$ cat config.mk
export PLATFORM = sky130hd
export DESIGN_NAME = perf_op_arbiter
export DESIGN_NICKNAME = d
export VERILOG_FILES = /design/src/rtl/perf_arb_pkg.sv /design/src/rtl/perf_op_pipe.sv /design/src/rtl/perf_op_arbiter.sv
export SDC_FILE = /design/constraint.sdc
export NUM_CORES = 1
export LEC_CHECK = 0
export ABC_AREA = 0
export CORE_ASPECT_RATIO = 1.5
export CORE_UTILIZATION = 38
export CTS_CLUSTER_SIZE = 14
export DETAILED_ROUTE_END_ITERATION = 10
export PLACE_DENSITY_LB_ADDON = 0.3
export RECOVER_POWER = 25
export SYNTH_ARGS = -nofsm -noshare
export SYNTH_HDL_FRONTEND = slang
export SYNTH_SLANG_ARGS = --single-unit
$ cat constraint.sdc
create_clock -name clk -period 4 [get_ports clk]
set_clock_uncertainty 0.2 [all_clocks]
set_input_delay 0.4 -clock clk [delete_from_list [all_inputs] [get_ports clk]]
set_output_delay 0.4 -clock clk [all_outputs]
set_load 0.005 [all_outputs]
$ cat src/rtl/perf_arb_pkg.sv
// Shared types and constants for the two-lane (A+B)*4+C operation arbiter.
// Lane tags travel alongside data through the compute pipeline.
package perf_arb_pkg;

    localparam int NUM_REQ  = 2;
    localparam int OP_W     = 32;
    localparam int RES_W    = 36;
    localparam int SUM_W    = OP_W + 1;
    localparam int PIPE_LAT = 3;

    typedef logic [$clog2(NUM_REQ)-1:0] lane_t;

    typedef struct packed {
        logic  vld;
        lane_t lane;
    } tag_t;

endpackage

$ cat src/rtl/perf_op_pipe.sv
// Three-stage (A+B)*4+C datapath with a lane-tag sidecar.
// Only the tag valids are reset; data registers run free.
module perf_op_pipe
    import perf_arb_pkg::*;
(
    input  logic             clk,
    input  logic             rst,
    input  logic             in_valid,
    input  lane_t            in_lane,
    input  logic [OP_W-1:0]  in_a,
    input  logic [OP_W-1:0]  in_b,
    input  logic [OP_W-1:0]  in_c,
    output logic             out_valid,
    output lane_t            out_lane,
    output logic [RES_W-1:0] out_res
);

    tag_t              tag_q [PIPE_LAT];
    logic [OP_W-1:0]   s1_a;
    logic [OP_W-1:0]   s1_b;
    logic [OP_W-1:0]   s1_c;
    logic [SUM_W-1:0]  s2_sum;
    logic [OP_W-1:0]   s2_c;
    logic [RES_W-1:0]  s3_res;

    always_ff @(posedge clk) begin
        if (rst) begin
            for (int k = 0; k < PIPE_LAT; k++) begin
                tag_q[k] <= '0;
            end
        end else begin
            tag_q[0] <= '{vld: in_valid, lane: in_lane};
            for (int k = 1; k < PIPE_LAT; k++) begin
                tag_q[k] <= tag_q[k-1];
            end
        end
    end

    always_ff @(posedge clk) begin
        s1_a   <= in_a;
        s1_b   <= in_b;
        s1_c   <= in_c;
        s2_sum <= {1'b0, s1_a} + {1'b0, s1_b};
        s2_c   <= s1_c;
        // Times-four is a 2-bit shift of the 33-bit sum.
        s3_res <= {1'b0, s2_sum, 2'b00} + {4'b0000, s2_c};
    end

    assign out_valid = tag_q[PIPE_LAT-1].vld;
    assign out_lane  = tag_q[PIPE_LAT-1].lane;
    assign out_res   = s3_res;

endmodule

$ cat src/rtl/perf_op_arbiter.sv
// Round-robin, credit-gated arbiter feeding a shared op pipe and per-lane
// result FIFOs. Define PERF_ARB_STATS_EN to add saturating grant counters.
module perf_op_arbiter
    import perf_arb_pkg::*;
#(
    parameter int FIFO_DEPTH = 4
)
(
    input  logic                     clk,
    input  logic                     rst,
    input  logic [NUM_REQ-1:0]       req_valid,
    output logic [NUM_REQ-1:0]       req_ready,
    input  logic [NUM_REQ*OP_W-1:0]  req_a,
    input  logic [NUM_REQ*OP_W-1:0]  req_b,
    input  logic [NUM_REQ*OP_W-1:0]  req_c,
    output logic [NUM_REQ-1:0]       rsp_valid,
    input  logic [NUM_REQ-1:0]       rsp_ready,
    output logic [NUM_REQ*RES_W-1:0] rsp_data,
    output logic                     busy
`ifdef PERF_ARB_STATS_EN
    ,
    output logic [NUM_REQ*16-1:0]    grant_cnt
`endif
);

    localparam int PW = $clog2(FIFO_DEPTH);
    localparam int CW = PW + 1;
    localparam logic [CW:0] DEPTH_V = (CW+1)'(FIFO_DEPTH);

    logic [CW-1:0]    inflight [NUM_REQ];
    logic [CW-1:0]    fcnt     [NUM_REQ];
    logic [PW-1:0]    wptr     [NUM_REQ];
    logic [PW-1:0]    rptr     [NUM_REQ];
    logic [RES_W-1:0] mem      [NUM_REQ][FIFO_DEPTH];

    logic [NUM_REQ-1:0] elig;
    logic [NUM_REQ-1:0] grant;
    logic [NUM_REQ-1:0] push;
    logic [NUM_REQ-1:0] pop;
    logic [CW:0]        occ;
    lane_t              last_lane;
    lane_t              hs_lane;
    logic [OP_W-1:0]    op_a;
    logic [OP_W-1:0]    op_b;
    logic [OP_W-1:0]    op_c;

    logic               pipe_vld;
    lane_t              pipe_lane;
    logic [RES_W-1:0]   pipe_res;

    // Credit covers both in-flight ops and buffered results, so a
    // FIFO can never be overrun by ops already in the pipe.
    always_comb begin
        elig = '0;
        occ  = '0;
        for (int i = 0; i < NUM_REQ; i++) begin
            occ     = {1'b0, inflight[i]} + {1'b0, fcnt[i]};
            elig[i] = req_valid[i] && (occ < DEPTH_V);
        end
    end

    always_comb begin
        grant = '0;
        if (!rst) begin
            unique case (elig)
                2'b01:   grant = 2'b01;
                2'b10:   grant = 2'b10;
                2'b11:   grant = (last_lane == lane_t'(0)) ? 2'b10 : 2'b01;
                default: grant = '0;
            endcase
        end
    end

    always_comb begin
        hs_lane = '0;
        op_a    = '0;
        op_b    = '0;
        op_c    = '0;
        for (int i = 0; i < NUM_REQ; i++) begin
            if (grant[i]) begin
                hs_lane = lane_t'(i);
                op_a    = req_a[i*OP_W +: OP_W];
                op_b    = req_b[i*OP_W +: OP_W];
                op_c    = req_c[i*OP_W +: OP_W];
            end
        end
    end

    assign req_ready = grant;

    perf_op_pipe u_pipe (
        .clk       (clk),
        .rst       (rst),
        .in_valid  (|grant),
        .in_lane   (hs_lane),
        .in_a      (op_a),
        .in_b      (op_b),
        .in_c      (op_c),
        .out_valid (pipe_vld),
        .out_lane  (pipe_lane),
        .out_res   (pipe_res)
    );

    always_comb begin
        push      = '0;
        pop       = '0;
        rsp_valid = '0;
        rsp_data  = '0;
        busy      = 1'b0;
        for (int i = 0; i < NUM_REQ; i++) begin
            push[i]      = pipe_vld && (pipe_lane == lane_t'(i));
            rsp_valid[i] = !rst && (fcnt[i] != '0);
            pop[i]       = rsp_valid[i] && rsp_ready[i];
            rsp_data[i*RES_W +: RES_W] = mem[i][rptr[i]];
            busy = busy || (inflight[i] != '0) || (fcnt[i] != '0);
        end
        busy = busy && !rst;
    end

    always_ff @(posedge clk) begin
        if (rst) begin
            last_lane <= lane_t'(NUM_REQ - 1);
            for (int i = 0; i < NUM_REQ; i++) begin
                inflight[i] <= '0;
                fcnt[i]     <= '0;
                wptr[i]     <= '0;
                rptr[i]     <= '0;
            end
        end else begin
            if (|grant) begin
                last_lane <= hs_lane;
            end
            for (int i = 0; i < NUM_REQ; i++) begin
                inflight[i] <= inflight[i] + CW'(grant[i]) - CW'(push[i]);
                fcnt[i]     <= fcnt[i] + CW'(push[i]) - CW'(pop[i]);
                wptr[i]     <= wptr[i] + PW'(push[i]);
                rptr[i]     <= rptr[i] + PW'(pop[i]);
            end
        end
    end

    always_ff @(posedge clk) begin
        for (int i = 0; i < NUM_REQ; i++) begin
            if (push[i]) begin
                mem[i][wptr[i]] <= pipe_res;
            end
        end
    end

`ifdef PERF_ARB_STATS_EN
    logic [15:0] gcnt [NUM_REQ];

    always_ff @(posedge clk) begin
        if (rst) begin
            for (int i = 0; i < NUM_REQ; i++) begin
                gcnt[i] <= '0;
            end
        end else begin
            for (int i = 0; i < NUM_REQ; i++) begin
                if (grant[i] && (gcnt[i] != 16'hFFFF)) begin
                    gcnt[i] <= gcnt[i] + 16'd1;
                end
            end
        end
    end

    always_comb begin
        grant_cnt = '0;
        for (int i = 0; i < NUM_REQ; i++) begin
            grant_cnt[i*16 +: 16] = gcnt[i];
        end
    end
`endif

endmodule

# --- Word-level counts from Yosys, hierarchy flattened ---
# Memories as Yosys holds them, arrays and structs flattened.
# Cells that the tools add are included.
# W data, S select, Z words.
totals:
  reg_bits: 198
  mem_bits_rw: 314
  output_inout_bits: 77
  n_memories: 6
classes:
  n_addsub: 16
  magnitude_cmp: 8
  eq_ne: 3
  mux: 41
  bitwise_logic: 16
  reduce_logical: 21
memory_table:
  columns: ["name", "words", "width", "rd", "rd_clocked_by_memory_dff", "wr", "line_no", "source"]
  rows:
  - ["mem", 2, 144, 2, 0, 1, "perf_op_arbiter.sv:34", "logic [RES_W-1:0] mem [NUM_REQ][FIFO_DEPTH];"]
  - ["fcnt", 2, 3, 2, 0, 2, "perf_op_arbiter.sv:31", "logic [CW-1:0] fcnt [NUM_REQ];"]
  - ["inflight", 2, 3, 2, 0, 2, "perf_op_arbiter.sv:30", "logic [CW-1:0] inflight [NUM_REQ];"]
  - ["u_pipe.tag_q", 3, 2, 3, 0, 3, "perf_op_pipe.sv:18", "tag_t tag_q [PIPE_LAT];"]
  - ["rptr", 2, 2, 2, 0, 2, "perf_op_arbiter.sv:33", "logic [PW-1:0] rptr [NUM_REQ];"]
  - ["wptr", 2, 2, 2, 0, 2, "perf_op_arbiter.sv:32", "logic [PW-1:0] wptr [NUM_REQ];"]
ops:
  columns: ["op", "count"]
  rows:
  - ["$mux W144", 4]
  - ["$mux W36", 6]
  - ["$mux W32", 6]
  - ["$bmux W36 S2", 2]
  - ["$demux W36 S2", 2]
  - ["$reduce_or A144 Y1", 1]
  - ["$add A35 B32 Y36", 1]
  - ["$add A32 B32 Y33", 1]
  - ["$mux W2", 9]
  - ["$add A3 B1 Y3", 4]
  - ["$ge A3 B3 Y1 const B", 4]
  - ["$mux W3", 4]
  - ["$not A2 Y3", 4]
  - ["$reduce_bool A3 Y1", 4]
  - ["$sub A3 B1 Y3", 4]
  - ["$logic_and A1 B1 Y1", 11]
  - ["$or A1 B1 Y1", 11]
  - ["$add A2 B1 Y2", 4]
  - ["$add A3 B3 Y4", 2]
  - ["$lt A4 B3 Y1 const B", 2]
  - ["$mux W1", 7]
  - ["$lt A3 B1 Y1 const B", 2]
  - ["$pmux W2 S3", 1]
  - ["$eq A2 B2 Y1 const B", 2]
  - ["5 further kinds", 7]

# --- Logic depth before layout (Yosys ltp) ---
# Gate-level depths: netlist of run 1.
depth:
  ltp_word: 9
  mapped_depth: 11
  mapped_depth_nobuf: 10

# --- Hierarchy ---
# Synthesis of run 1 repeated with hierarchy kept, for this count alone.
hier_totals:
  cells_unflattened: 1319
  hier_area_um2: 20039.2
by_module_without_submodules:
  columns: ["mod", "n_inst", "cells_per_inst", "area_each_um2", "seq_area_each_um2"]
  rows:
  - ["perf_op_arbiter", 1, 614, 12456.9, 9068.7]
  - ["perf_op_pipe", 1, 705, 7582.3, 4063.9]

# --- Worst setup path after synthesis of run 1 ---
# No wires, ideal clock.
synth_path:
  kind: "register to register"
  startpoint: "memory u_pipe.tag_q[0][5] in the netlist's numbering"
  endpoint: "memory mem[0][108] in the netlist's numbering (enable)"
  arrival_ps: 3342
  path_slack_ps: -23
  path_stages_with_launch: 3
  path_buffers: 0
  cell_sequence: "dfxtp_1 nor2b_1 nor3b_1"
synth_rtl:
  columns: ["item", "line_no"]
  rows:
  - ["from (decl)", "perf_op_pipe.sv:18"]
  - ["to (decl)", "perf_op_arbiter.sv:34"]

==> results.rst, run 1 <==
.. list-table::
   :header-rows: 1

   * - Metric
     - Value
   * - Pre-CTS setup slack
     - ~0.64 ns
   * - Outcome
     - finished, final reports clean
   * - Most area-consuming cells after synthesis
     - edfxtp_1, dfxtp_1, mux4_2
   * - Last element of the critical path
     - req_ready[0]
   * - Worst voltage drop across the vdd grid
     - ~330 uV
   * - Max-slew violations
     - 0
   * - Final-layout fill cell count
     - about 4300
   * - Worst path setup slack after routing
     - between 0.3 and 0.4 ns
   * - DRC
     - 0
   * - Vertical die dimension
     - approximately 280 um
   * - Beginning of the worst register-to-register path
     - u_pipe.s1_b[0]
   * - PortBufs
     - between 200 and 300
   * - Crit Path Class
     - reg2out
   * - Leakage
     - 9.14 nW
   * - Count of flip-flops with a built-in enable after synthesis
     - approximately 290
   * - Number of antenna violations at the first check in global routing
     - 0
   * - Finish-stage setup viols
     - 0
   * - Final clock period utilization by the worst path
     - between 90% and 100%
   * - Final TNS setup
     - 0 ns
   * - Row count
     - 101
   * - Most used cells in the layout excluding fill and tap cells
     - edfxtp_1, clkdlybuf4s50_1, dfxtp_1
   * - Critical path launch point type
     - flip-flop
   * - Via/cell ratio
     - approximately 5
   * - Final weighted congestion in routability-driven placement
     - about 0.87
   * - Total wire length
     - roughly 42 mm
   * - Headroom to the max-slew limit
     - approximately two fifths
   * - Nets
     - 1844
   * - Required @ worst endpoint
     - roughly 3.4 ns
   * - I/O pin total
     - roughly 280
   * - Post-cts repair resize count
     - 0
   * - Hold/Removal Path Class
     - reg2reg
   * - Maximum clock frequency
     - 0.271 GHz
   * - Number of global-route vias before repair
     - around 12000
   * - Synthesis-to-finish area growth
     - 26.7%
   * - Slew of the pin with the lowest slew margin
     - 0.880 ns
   * - Post-detailed-placement half-perimeter wirelength
     - around 29 mm
   * - Unique cell type count in the Yosys netlist
     - 66
   * - Worst reg2reg setup slack
     - approximately 0.7 ns
   * - Clock sinks
     - between 500 and 600
   * - Endpoint of the most critical register-to-register path
     - u_pipe.s2_sum[32]
   * - Buffers inserted by post-CTS timing repair
     - 0
   * - Unrepaired setup endpoints after global routing
     - no
   * - Global-route wire length before repair
     - 65.5 mm
   * - Maximum number of pins on one net before global-route repair
     - 86
   * - Mapped cell area
     - roughly 20000 um^2
   * - Cell at the root of the clock tree
     - clkbuf_16
   * - Initial Utilization
     - between 30% and 40%
   * - Detailed-route via count
     - around 11000
   * - Worst Setup End Kind
     - output port
   * - Synth Warn #
     - 0
   * - Cell total after placement
     - around 2200
   * - Fraction of layout instances using a drive strength above 1
     - a little under an eighth
   * - Arrival time at the worst endpoint
     - just over 3 ns
   * - Share of the synthesized area in the top cell type
     - between 40 and 50%
   * - Number of buffers on the longest clock path
     - 3
   * - Flip-flop cell with the highest count after synthesis
     - edfxtp_1
   * - Share of synthesized area occupied by flip-flops and latches
     - between 60% and 70%
   * - Cell count of the worst reg-to-reg path
     - 10
   * - Post-Synthesis Mean Instance Area
     - ~16 um^2
   * - Antenna-violating nets left
     - 0
   * - All-layer global routing usage
     - around 16%
   * - Synthesized Nets
     - approximately 1600
   * - Horizontal die dimension
     - roughly 190 um
   * - Async set-reset flop share out of synthesis
     - 0%
   * - Pre-antenna DRT Iters
     - 5
   * - Seq cells post-synth
     - roughly 510
   * - Count of max-cap constraint violations
     - 0
   * - Violation count after the first detailed-route iteration
     - between 400 and 500
   * - Commonest non-fill, non-tap cell in the layout
     - edfxtp_1
   * - Number of buffers inserted during clock tree synthesis
     - 47
   * - Worst setup startpoint
     - inflight[0][2]
   * - GR Overflow Total
     - 0
   * - Final Hold Viols
     - 0
   * - Routed length per instance
     - between 15 and 20 um
   * - Clock slew at reported path FFs
     - 0.07 ns
   * - PwrDens
     - between 600 and 700 nW/um^2
   * - Final core utilization
     - between 40% and 50%
   * - Library cell occupying the most area in the post-synthesis netlist
     - edfxtp_1
   * - Floorplan die area
     - 52800 um^2
   * - Clock Latency Late Sink
     - between 0.5 and 0.6 ns
   * - # H-tree levels
     - 2
   * - CTS Hold Buffers Added
     - 0
   * - CTS tree
     - built
   * - Core area
     - 50900 um^2
   * - Gate count of the mapped netlist
     - between 1000 and 1500
   * - Non-filler cells, final
     - about 2300
   * - Time the final worst path needs with I/O delays and setup
     - about 3.7 ns
   * - Largest fanout on the critical path
     - 16
cells in the mapped netlist, types with 3 or more instances:
master / count
clkbuf_1: 33
nand2b_1: 3
edfxtp_1: 288
xor2_1: 21
o21bai_1: 4
a22o_1: 96
nor2b_1: 22
and2_1: 8
xnor2_1: 46
nand4_1: 10
a21oi_1: 50
mux4_2: 72
o21ai_1: 3
nor2_1: 55
a31oi_1: 14
o21ai_0: 32
o21a_1: 8
nand3_1: 10
a21o_1: 27
a211oi_1: 8
ha_1: 78
dfxtp_1: 224
fa_1: 6
inv_1: 32
buf_1: 5
and3_1: 5
nor3b_1: 4
nand2_1: 37
nor3_1: 12
buf_2: 10
layout make-up:
cell class	count	area [um^2]	share of cell area, %
Clock buffer	73	1400	5.59
Antenna cell	1	2.50	0.0100
Timing Repair Buffer	293	2920	11.7
Clock inverter	14	243	0.973
Tap cell	669	837	3.35
Multi-Input combinational cell	676	6300	25.2
Inverter	32	120	0.481
Sequential cell	512	13100	52.6
worst min-delay path by stage:
| stage | startpoint | to | slack [ns] | cells past startpoint |
|---|---|---|---|---|
| floorplan | u_pipe.s2_c[0] | u_pipe.out_res[0] | 0.11 | 0 |
| global placement | u_pipe.s1_c[30] | u_pipe.s2_c[30] | 0.11 | 0 |
| detailed placement | u_pipe.s2_c[1] | u_pipe.out_res[1] | 0.11 | 0 |
| CTS | u_pipe.s1_c[30] | u_pipe.s2_c[30] | 0.12 | 0 |
| global route | u_pipe.s2_c[1] | u_pipe.out_res[1] | 0.13 | 0 |
| finish | u_pipe.s2_c[1] | u_pipe.out_res[1] | 0.12 | 0 |
cells by family after synthesis:
kind of cell / after synthesis / share of synthesized area (%)
flops: 512 / 66.7
simple gates: 176 / 4.36
compound gates: 276 / 10.5
buf+inv: 82 / 1.65
mux: 73 / 8.28
xor+xnor: 67 / 2.98
fa+ha+maj: 84 / 5.56
flip-flops by register name (all words and copies together) (netlist names):
register        count
inflight            6
u_pipe.tag_q        6
u_pipe.s2_sum      33
u_pipe.out_res     36
u_pipe.s2_c        32
u_pipe.s1_a        32
u_pipe.s1_c        32
u_pipe.s1_b        32
rptr                4
wptr                4
mem               288
fcnt                6
last_lane           1
metrics by stage:
step / total power (W) / hold slack [ns] / cell area, um^2
after floorplan: 0.00951 / 0.110 / 19700
after global placement: 0.0108 / 0.112 / 23300
after detailed placement: 0.0109 / 0.112 / 23300
after CTS: 0.0156 / 0.123 / 25000
after global routing: 0.0162 / 0.127 / 25000
final: 0.0154 / 0.122 / 25000
critical path: stages, from the launching register on:
cell	delay (ns)
dfxtp_1	0.34
ha_1	0.30
or4b_1	0.49
a31oi_1	0.40
and2_4	0.43
clkdlybuf4s50_1	0.57
power by group:
part	internal (W)	switching [W]	leakage (nW)
clock network	0.00279	0.00185	0.790
logic	0.00166	0.00175	3.88
registers	0.00675	0.000621	4.48
total	0.0112	0.00421	9.14
layer usage:
layer	up-vias	GRT usage (%)	wire [um]
met3	80	2.19	1650
met1	5473	18.7	17200
met4	0	5.65	1220
met5	-	0	0
met2	336	30.4	22300
li1	5476	-	-
Power figures use the tool's default switching activity.
==> run 2: changes to the inputs <==
Settings changed: ABC_AREA 0 to unset, SKIP_CTS_REPAIR_TIMING set to 1.
Clock period 4 ns to 2.95 ns, I/O delays scaled along.
==> run 2 against run 1 <==
Final cell count grew 0.62%. Die area unchanged. Sequential share of layout area fell by 0.55 points. First-iteration DRC count increased by 24%. Critical path type unchanged. Largest cell class unchanged.
==> results.rst, run 2 (same netlist as run 1, synthesis figures left out) <==
.. list-table::
   :header-rows: 1

   * - Metric
     - Value
   * - Nets
     - 1869 (+1.4%)
   * - Largest fanout on the critical path
     - 6 (-10)
   * - Worst Setup End Kind
     - output port
   * - Required @ worst endpoint
     - 2.46 ns (-0.94 ns)
   * - Final clock period utilization by the worst path
     - 97.5%
   * - Final Hold Viols
     - 0 (unchanged)
   * - Clock slew at reported path FFs
     - 0.06 ns (about the same)
   * - Commonest non-fill, non-tap cell in the layout
     - edfxtp_1
   * - Fraction of layout instances using a drive strength above 1
     - 14.2% (+2.2 points)
   * - Core area
     - 50900 um^2 (unchanged)
   * - PortBufs
     - 274 (unchanged)
   * - Number of buffers on the longest clock path
     - 3 (unchanged)
   * - All-layer global routing usage
     - 15.8% (-0.40 points)
   * - Crit Path Class
     - reg2out
   * - Final weighted congestion in routability-driven placement
     - 0.869 (+0.45%)
   * - Total wire length
     - 43.1 mm (+1.7%)
   * - Violation count after the first detailed-route iteration
     - 590 (+24%)
   * - Flip-flop count of the largest register after layout
     - 288 (unchanged)
   * - Global-route wire length before repair
     - 64.3 mm (-1.9%)
   * - Final TNS setup
     - 0 ns (unchanged)
   * - Outcome
     - finished, final reports clean
   * - Number of global-route vias before repair
     - 12000 (+0.0084%)
   * - Leakage
     - 9.24 nW (+1.1%)
   * - Pre-antenna DRT Iters
     - 7 (+2)
   * - Horizontal die dimension
     - 188 um (unchanged)
   * - Placed Area
     - 23500 um^2 (+0.94%)
   * - Headroom to the max-slew limit
     - 59.2% (+18 points)
   * - I/O pin total
     - 275 (unchanged)
   * - Max-slew violations
     - 0 (unchanged)
   * - Non-filler cells, final
     - 2284 (+0.62%)
   * - Finish-stage setup viols
     - 0 (unchanged)
   * - # H-tree levels
     - 2 (unchanged)
   * - DRC
     - 0 (unchanged)
   * - Time the final worst path needs with I/O delays and setup
     - ~2.9 ns
   * - Detailed-route via count
     - 11500 (+1.3%)
   * - Synthesis-to-finish area growth
     - 28.1%
   * - Critical path launch point type
     - flip-flop
   * - Worst voltage drop across the vdd grid
     - 405 uV (+22%)
   * - Row count
     - 101 (unchanged)
   * - Maximum number of pins on one net before global-route repair
     - 99 (+15%)
   * - Number of antenna violations at the first check in global routing
     - 1 (+1)
   * - Slew of the pin with the lowest slew margin
     - 0.613 ns (-0.268 ns)
   * - Antenna diode instance count
     - 0 (-1)
   * - Cell total after placement
     - 2195 (+0.60%)
   * - Final design area excluding fillers
     - 25200 um^2 (+1.1%)
   * - PwrDens
     - 812 nW/um^2 (+31%)
   * - Floorplan die area
     - 52800 um^2 (unchanged)
   * - Clock Latency Late Sink
     - 0.55 ns (about the same)
   * - Hold/Removal Path Class
     - reg2reg
   * - Worst path setup slack after routing
     - 0.0727 ns (-0.243 ns)
   * - Initial Utilization
     - 38.7% (unchanged)
   * - Count of max-cap constraint violations
     - 0 (unchanged)
   * - Maximum clock frequency
     - ~0.35 GHz
   * - Vertical die dimension
     - 281 um (unchanged)
   * - Cell at the root of the clock tree
     - clkbuf_16
   * - Antenna-violating nets left
     - 0 (unchanged)
   * - Final-layout fill cell count
     - 4307 (-0.070%)
   * - Arrival time at the worst endpoint
     - 2.38 ns (-0.70 ns)
   * - Pre-CTS setup slack
     - -0.0721 ns (-0.712 ns)
   * - Clock sinks
     - 512 (unchanged)
   * - Via/cell ratio
     - 5.04 (+0.65%)
   * - CTS tree
     - built
   * - Routed length per instance
     - 18.9 um (+1.1%)
   * - GR Overflow Total
     - 0 (unchanged)
   * - Number of buffers inserted during clock tree synthesis
     - 46 (-2.1%)
   * - Most used cells in the layout excluding fill and tap cells
     - edfxtp_1, clkdlybuf4s50_1, dfxtp_1
   * - Post-detailed-placement half-perimeter wirelength
     - 28.7 mm (-2.2%)
## run 2: cell count changes in the layout (fill, tap and decap cells not counted), sizes merged, moves of 2 or more
| cell | previous run | this run |
|---|---|---|
| bufinv | 6 | 0 |
| clkinv | 4 | 11 |
| clkdlybuf4s50 | 274 | 272 |
| buf | 19 | 42 |
| clkbuf | 73 | 66 |
## run 2: layout make-up
class	instances	area [um^2]	area share [%]
multi-input cells	676	6390	25.3
clock buffers	62	1310	5.20
flip-flops and latches	512	13100	52.1
repair buffers	319	3330	13.2
inverters	32	120	0.476
clock inverters	14	98.8	0.392
well taps	669	837	3.32
## run 2: metal layers
| metal | wire length (um) | part of all wire (%) | track usage, % | vias up |
|---|---|---|---|---|
| met5 | 0 | 0 | 0 | - |
| met4 | 1020 | 2.4 | 5.11 | 0 |
| met3 | 1720 | 4.0 | 2.19 | 53 |
| met2 | 23500 | 55 | 30.0 | 331 |
| met1 | 16800 | 39 | 18.0 | 5600 |
| li1 | - | - | - | 5525 |
## run 2: power by group
part,leakage (nW),switching (W),internal (W)
logic,4.08,0.00247,0.00245
clock network,0.685,0.00246,0.00311
registers,4.48,0.000846,0.00916
## run 2: per-stage QoR
stage	total power, W	utilization (%)	hold WS (ns)
after global placement	0.0148	46.2	0.113
after CTS	0.0205	49.0	0.107
final	0.0205	49.5	0.111
after global routing	0.0216	49.5	0.123
after floorplan	0.0129	-	0.110
after detailed placement	0.0149	46.2	0.112
## run 2: worst max-delay path, cell delays in order (launching register included)
cell and delay, ns:
dfxtp_2 0.38, ha_4 0.21, or4b_1 0.52, a31oi_1 0.16, buf_4 0.15, and2_4 0.18
buf_16 0.14, buf_12 0.10
## run 2: final timing paths
check	depth (start not counted)	slack, ns	endpoint	from
max	7	0.07	req_ready[0]	fcnt[0][2]
min	0	0.11	u_pipe.out_res[0]	u_pipe.s2_c[0]
max reg2reg	11	0.08	inflight[0][5]	fcnt[0][2]
min reg2reg	0	0.11	u_pipe.out_res[0]	u_pipe.s2_c[0]
==> run 3: changes to the inputs <==
Settings changed: CAP_MARGIN set to 0.
==> results of run 3 <==
Same layout as run 2: the final DEF is identical, and so are final timing and power.
